### src/rtl/isa_pkg.sv
// Shared ISA definitions for the instruction sequencer: field positions,
// opcodes, sequencer state encoding and default widths.
package isa_pkg;

    localparam int ADDR_W_DEF    = 16;
    localparam int LEN_W_DEF     = 12;
    localparam int ARRAY_DIM_DEF = 8;

    localparam int OPC_MSB  = 63;
    localparam int ADDR_MSB = 59;
    localparam int LEN_MSB  = 43;
    localparam int LEN_LSB  = 32;

    localparam logic [3:0] OP_NOP    = 4'd0;
    localparam logic [3:0] OP_LOAD_W = 4'd1;
    localparam logic [3:0] OP_LOAD_A = 4'd2;
    localparam logic [3:0] OP_MATMUL = 4'd3;
    localparam logic [3:0] OP_STORE  = 4'd4;
    localparam logic [3:0] OP_HALT   = 4'd15;

    typedef enum logic [2:0] {
        ST_IDLE    = 3'd0,
        ST_LOAD_W  = 3'd1,
        ST_LOAD_A  = 3'd2,
        ST_COMPUTE = 3'd3,
        ST_DRAIN   = 3'd4,
        ST_STORE   = 3'd5,
        ST_HALT    = 3'd6
    } state_e;

    function automatic logic is_mem_state(input state_e s);
        return (s == ST_LOAD_W) || (s == ST_LOAD_A) || (s == ST_STORE);
    endfunction

endpackage

### src/rtl/beat_counter.sv
// Loadable beat down-counter with a wrapping address incrementer; shared by
// the memory phases and reused to time the compute phase.
module beat_counter #(
    parameter int ADDR_W = 16,
    parameter int LEN_W  = 12
) (
    input  logic              clk,
    input  logic              rst_n,
    input  logic              load,
    input  logic              en,
    input  logic [ADDR_W-1:0] load_addr,
    input  logic [LEN_W-1:0]  load_len,
    output logic [ADDR_W-1:0] addr,
    output logic              last
);

    logic [LEN_W-1:0] count;

    always_ff @(posedge clk or negedge rst_n) begin
        if (!rst_n) begin
            addr  <= '0;
            count <= '0;
        end else if (load) begin
            addr  <= load_addr;
            count <= load_len;
        end else if (en) begin
            addr  <= addr + ADDR_W'(1);
            count <= count - LEN_W'(1);
        end
    end

    assign last = (count == LEN_W'(1));

endmodule

### src/rtl/instr_sequencer.sv
// Instruction sequencer: accepts one instruction at a time, decodes it and
// drives operand-memory beats, array strobes and host status.
module instr_sequencer
    import isa_pkg::*;
#(
    parameter int ADDR_W    = ADDR_W_DEF,
    parameter int LEN_W     = LEN_W_DEF,
    parameter int ARRAY_DIM = ARRAY_DIM_DEF
) (
    input  logic              clk,
    input  logic              rst_n,
    input  logic [63:0]       instr_in,
    input  logic              instr_valid,
    output logic              instr_ready,
    output logic              mem_req,
    output logic              mem_we,
    output logic [ADDR_W-1:0] mem_addr,
    input  logic              mem_gnt,
    output logic              array_load_w,
    output logic              array_load_a,
    output logic              array_compute,
    output logic              busy,
    output logic              halted,
    output logic              illegal_op
);

    localparam int DRAIN_W = $clog2(2 * ARRAY_DIM);
    localparam logic [DRAIN_W-1:0] DRAIN_LAST = DRAIN_W'(2 * ARRAY_DIM - 2);

    state_e              state;
    logic [3:0]          cur_op;
    logic [DRAIN_W-1:0]  drain_cnt;

    logic [3:0]          opcode;
    logic [ADDR_W-1:0]   f_addr;
    logic [LEN_W-1:0]    f_len;
    logic                len_nz;
    logic                accept;
    logic                granted;
    logic                cnt_en;
    logic                cnt_last;
    logic                reserved_unused;

    assign opcode          = instr_in[OPC_MSB -: 4];
    assign f_addr          = instr_in[ADDR_MSB -: ADDR_W];
    assign f_len           = instr_in[LEN_MSB -: LEN_W];
    assign reserved_unused = ^instr_in[LEN_LSB-1:0];
    assign len_nz          = (f_len != '0);

    assign instr_ready = (state == ST_IDLE) && !halted;
    assign busy        = (state != ST_IDLE);
    assign accept      = instr_valid && instr_ready;
    assign granted     = is_mem_state(state) && mem_gnt;
    // The compute phase reuses the beat counter as its cycle timer.
    assign cnt_en      = granted || (state == ST_COMPUTE);

    beat_counter #(
        .ADDR_W (ADDR_W),
        .LEN_W  (LEN_W)
    ) u_beat_counter (
        .clk       (clk),
        .rst_n     (rst_n),
        .load      (accept),
        .en        (cnt_en),
        .load_addr (f_addr),
        .load_len  (f_len),
        .addr      (mem_addr),
        .last      (cnt_last)
    );

    always_ff @(posedge clk or negedge rst_n) begin
        if (!rst_n) begin
            state         <= ST_IDLE;
            cur_op        <= OP_NOP;
            drain_cnt     <= '0;
            mem_req       <= 1'b0;
            mem_we        <= 1'b0;
            array_load_w  <= 1'b0;
            array_load_a  <= 1'b0;
            array_compute <= 1'b0;
            halted        <= 1'b0;
            illegal_op    <= 1'b0;
        end else begin
            // Read data arrives one cycle after the grant, so the strobes lag.
            array_load_w <= granted && (cur_op == OP_LOAD_W);
            array_load_a <= granted && (cur_op == OP_LOAD_A);
            illegal_op   <= 1'b0;
            unique case (state)
                ST_IDLE: begin
                    if (accept) begin
                        cur_op <= opcode;
                        case (opcode)
                            OP_NOP: begin end
                            OP_LOAD_W: if (len_nz) begin
                                state   <= ST_LOAD_W;
                                mem_req <= 1'b1;
                            end
                            OP_LOAD_A: if (len_nz) begin
                                state   <= ST_LOAD_A;
                                mem_req <= 1'b1;
                            end
                            OP_STORE: if (len_nz) begin
                                state   <= ST_STORE;
                                mem_req <= 1'b1;
                                mem_we  <= 1'b1;
                            end
                            OP_MATMUL: if (len_nz) begin
                                state         <= ST_COMPUTE;
                                array_compute <= 1'b1;
                            end
                            OP_HALT: begin
                                state  <= ST_HALT;
                                halted <= 1'b1;
                            end
                            default: illegal_op <= 1'b1;
                        endcase
                    end
                end
                ST_LOAD_W, ST_LOAD_A, ST_STORE: begin
                    if (mem_gnt && cnt_last) begin
                        state   <= ST_IDLE;
                        mem_req <= 1'b0;
                        mem_we  <= 1'b0;
                    end
                end
                ST_COMPUTE: begin
                    if (cnt_last) begin
                        state         <= ST_DRAIN;
                        array_compute <= 1'b0;
                        drain_cnt     <= DRAIN_LAST;
                    end
                end
                ST_DRAIN: begin
                    if (drain_cnt == '0) begin
                        state <= ST_IDLE;
                    end else begin
                        drain_cnt <= drain_cnt - DRAIN_W'(1);
                    end
                end
                ST_HALT: begin end
                default: state <= ST_IDLE;
            endcase
        end
    end

endmodule

### config.mk
export PLATFORM = sky130hd
export DESIGN_NAME = instr_sequencer
export DESIGN_NICKNAME = d
export VERILOG_FILES = /design/src/rtl/isa_pkg.sv /design/src/rtl/beat_counter.sv /design/src/rtl/instr_sequencer.sv
export SDC_FILE = /design/constraint.sdc
export NUM_CORES = 1
export LEC_CHECK = 0
export BUFFER_PORTS_ARGS = -buffer_cell sky130_fd_sc_hd__buf_4
export CAP_MARGIN = 20
export CORE_ASPECT_RATIO = 0.6
export CORE_MARGIN = 5
export CORE_UTILIZATION = 48
export CTS_BUF_LIST = sky130_fd_sc_hd__clkbuf_4
export CTS_CLUSTER_DIAMETER = 80
export DETAILED_ROUTE_END_ITERATION = 8
export PLACE_DENSITY = 0.79
export SYNTH_ARGS = -nofsm -noshare
export SYNTH_HDL_FRONTEND = slang
export SYNTH_SLANG_ARGS = --single-unit
### constraint.sdc
create_clock -name clk -period 1.9 [get_ports clk]
set_clock_uncertainty 0.15 [all_clocks]
set_input_delay 0 -clock clk [delete_from_list [all_inputs] [get_ports clk]]
set_output_delay 0 -clock clk [all_outputs]
set_load 0.05 [all_outputs]
==> flow_metrics.env <==
export IMPL_run_status="finished, violations left"
export IMPL_violations="setup timing"
export IMPL_finish_net_count=516
export IMPL_post_route_worst_setup_slack_ps=-202
export IMPL_cts_root_buf="sky130_fd_sc_hd__clkbuf_4"
export IMPL_cpMaxStageDelayCell="sky130_fd_sc_hd__or4_4"
export IMPL_cts_path_max_buffers=2
export IMPL_die_y_um=70.3
export IMPL_setup_viol=26
export IMPL_antennaDiodeCount=0
export IMPL_grt_usage=0.225
export IMPL_number_of_instances_in_the_synthesized_netlist=312
export IMPL_synth_top_cell_by_area="sky130_fd_sc_hd__dfrtp_1"
export IMPL_cp_cell_sequence="or4_4 -> nor3b_4 -> a21oi_2 -> nand4b_4 -> mux2_4"
export IMPL_ys_warnings_count=0
export IMPL_power_leakage_uw=0.00191
export IMPL_ys_seq_area_frac=0.396
export IMPL_drt_pass1_iter_count=5
export IMPL_relSlewSlack=0.328
export IMPL_syn_area_per_cell_sq_um=9.32
export IMPL_synth_seq_cells=46
export IMPL_via_count=3114
export IMPL_remaining_drc_errors=0
export IMPL_post_route_period_util=1.11
export IMPL_final_antenna_net_count=0
export IMPL_ir_worst_vdd_uv=1230
export IMPL_report_final_slew_viol_count=0
export IMPL_tritoncts="done"
export IMPL_syn_to_final_growth_pct=58.9
export IMPL_finalNonFillerCells=525
export IMPL_synth_top_cells_by_count="46 x sky130_fd_sc_hd__dfrtp_1, 46 x sky130_fd_sc_hd__nand2_1, 21 x sky130_fd_sc_hd__o21ai_1"
export IMPL_reg2reg_depth=5
export IMPL_place_detailed_instances=472
export IMPL_drive_gt1_frac=0.429
export IMPL_drt_vias_per_instance=5.93
export IMPL_hold_path_class="primary input to asynchronous set/reset pin"
export IMPL_ys_async_sr_fraction=1.00
export IMPL_report_final_hold_viol_count=0
export IMPL_yosys_most_used_dff="sky130_fd_sc_hd__dfrtp_1"
export IMPL_number_of_global_route_vias_before_repair=2696
export IMPL_cpPeakStageDelay_ps=560
export IMPL_pwr_density_cell_mw_per_mm2=1490
export IMPL_dp_final_hpwl_mm=6.09
export IMPL_number_of_enable_type_register_cells_in_the_synthesized_netlist=0
export IMPL_synth_top_cells_by_area="sky130_fd_sc_hd__dfrtp_1 40%, sky130_fd_sc_hd__a2111oi_2 6.2%, sky130_fd_sc_hd__nand2_1 5.9%"
export IMPL_path_depth=5
export IMPL_drt_total_wl_mm=10.5
export IMPL_total_power_uw=6870
export IMPL_drt_first_iter_violations=385
export IMPL_finalWorstPathRequiredPeriod_ps=2100
export IMPL_wire_length_of_the_first_global_routing_pass_mm=14.2
export IMPL_timing_max_cap_violations=0
export IMPL_yosys_area_top_type_share=0.396
export IMPL_clk_pin_slew_ps=160
export IMPL_postSynthNetCount=384
export IMPL_start_kind="flip-flop"
export IMPL_achievable_frequency_mhz=476
export IMPL_globalplace_congestion=0.956
export IMPL_cts_htree_levels=2
export IMPL_cts_inserted_buffers=5
export IMPL_initial_core_util=0.507
export IMPL_antenna_found_initial=0
export IMPL_crit_required_ps=2030
export IMPL_tightest_slew_ps=1010
export IMPL_dieWidth_um=110
export IMPL_synth_area_sq_mm=0.00291
export IMPL_avgRoutedWirePerCell_um=19.9
export IMPL_coreArea_sq_mm=0.00573
export IMPL_numClockSinks=46
export IMPL_buffer_ports_inserted=60
export IMPL_end_kind="flip-flop"
export IMPL_rows=21
export IMPL_grt_setup_unrepaired="yes"
export IMPL_timing_critical_path_buf_inv=0
export IMPL_clk_insertion_delay_late_ps=380
export IMPL_ys_types=58
export IMPL_globalRouteOverflowTotal=0
export IMPL_die_area_sq_mm=0.00776
export IMPL_crit_arrival_ps=2230
export IMPL_critPathKind="flip-flop to flip-flop"
export IMPL_crit_family="simple AND/OR/NAND/NOR gates"
export IMPL_crit_path_max_fanout=3
export IMPL_pin_count=93
export IMPL_grt_max_degree=47
[where the power goes]
group / switching (uW) / internal, uW
Combinational: 2610 / 1830
Sequential: 503 / 1430
Clock: 362 / 145
[registers in the layout, indices dropped and copies added (netlist names)]
signal,cells
drain_cnt,4
array_compute,1
u_beat_counter.count,12
u_beat_counter.addr,16
mem_req,1
state,3
mem_we,1
array_load_w,1
halted,1
array_load_a,1
cur_op,4
illegal_op,1
[layer usage]
metal / part of all wire / routed length, um / track usage
met5: 0 / 0 / 0
met4: 0.022 / 225 / 0.0437
met3: 0.093 / 975 / 0.0544
met2: 0.44 / 4620 / 0.300
met1: 0.44 / 4630 / 0.360
[cell type report]
type                       instances  area, sq um
clock buffer                       5         37.5
clock inverter                     3         21.3
fill                             340         1110
inverter                          11         43.8
multi-input combinational        237         1960
sequential                        46         1160
tap                               80          100
timing repair buffer             143         1290
[through the flow]
stage / TNS (ps) / instance area (sq um) / utilization / setup slack (ps) / hold WS, ps
floorplan: -396 / 2940 / - / -115 / -446
global placement: -405 / 3700 / 0.646 / -103 / -102
detailed placement: -1010 / 3700 / 0.646 / -137 / -101
CTS: -1380 / 4120 / 0.719 / -141 / 23.8
global route: -4020 / 4620 / 0.806 / -264 / 61.6
finish: -1660 / 4620 / 0.806 / -202 / 9.07
[path summary, 6_finish.rpt]
path	startpoint	to	slack (ps)
max	u_beat_counter.count[7]$_DFFE_PN0P_	state[1]$_DFFE_PN0P_	-200
min	rst_n	u_beat_counter.addr[3]$_DFFE_PN0P_	9
max reg2reg	u_beat_counter.count[7]$_DFFE_PN0P_	state[1]$_DFFE_PN0P_	-200
min reg2reg	cur_op[0]$_DFFE_PN0N_	array_load_a$_DFF_PN0_	330
max in group asynchronous	rst_n	state[2]$_DFFE_PN0P_	1150
min in group clk	instr_valid	u_beat_counter.addr[15]$_DFFE_PN0P_	190
[cell usage in the layout, fill, tap and decap left out, types with 6 or more instances in the layout]
cell type	count
sky130_fd_sc_hd__a21oi_1	6
sky130_fd_sc_hd__o21ai_0	8
sky130_fd_sc_hd__dfrtp_1	35
sky130_fd_sc_hd__a2111oi_4	12
sky130_fd_sc_hd__nor2_1	14
sky130_fd_sc_hd__nand3_1	6
sky130_fd_sc_hd__inv_1	10
sky130_fd_sc_hd__and3_1	6
sky130_fd_sc_hd__o21ai_1	20
sky130_fd_sc_hd__a211oi_2	7
sky130_fd_sc_hd__nand2_1	44
sky130_fd_sc_hd__dlygate4sd3_1	34
sky130_fd_sc_hd__buf_4	94
sky130_fd_sc_hd__xnor2_1	18
sky130_fd_sc_hd__dfrtp_2	11
sky130_fd_sc_hd__buf_6	7
[worst register-to-register path: stages (launching register included)]
cell and delay (ps):
sky130_fd_sc_hd__dfrtp_1 420, sky130_fd_sc_hd__or4_4 560, sky130_fd_sc_hd__nor3b_4 240, sky130_fd_sc_hd__a21oi_2 90
sky130_fd_sc_hd__nand4b_4 220, sky130_fd_sc_hd__mux2_4 340
[logic make-up after synthesis]
logic type | count (synthesis) | synth area share
compound gates | 79 | 0.214
xor+xnor | 22 | 0.0663
fa+ha+maj | 4 | 0.0172
buf+inv | 29 | 0.0439
flops | 46 | 0.396
mux | 7 | 0.0297
simple gates | 125 | 0.232
[what timing repair did]
action / 4_1_cts / 5_1_grt
setup endpoints to repair: 28 / 39
setup buffers: 0 / 9
pin swaps: 2 / 30
resized for setup: 4 / 64
hold buffers: 34 / 0
cloned: 0 / 3
hold endpoints to repair: 86 / 0
Power figures use the tool's default switching activity.
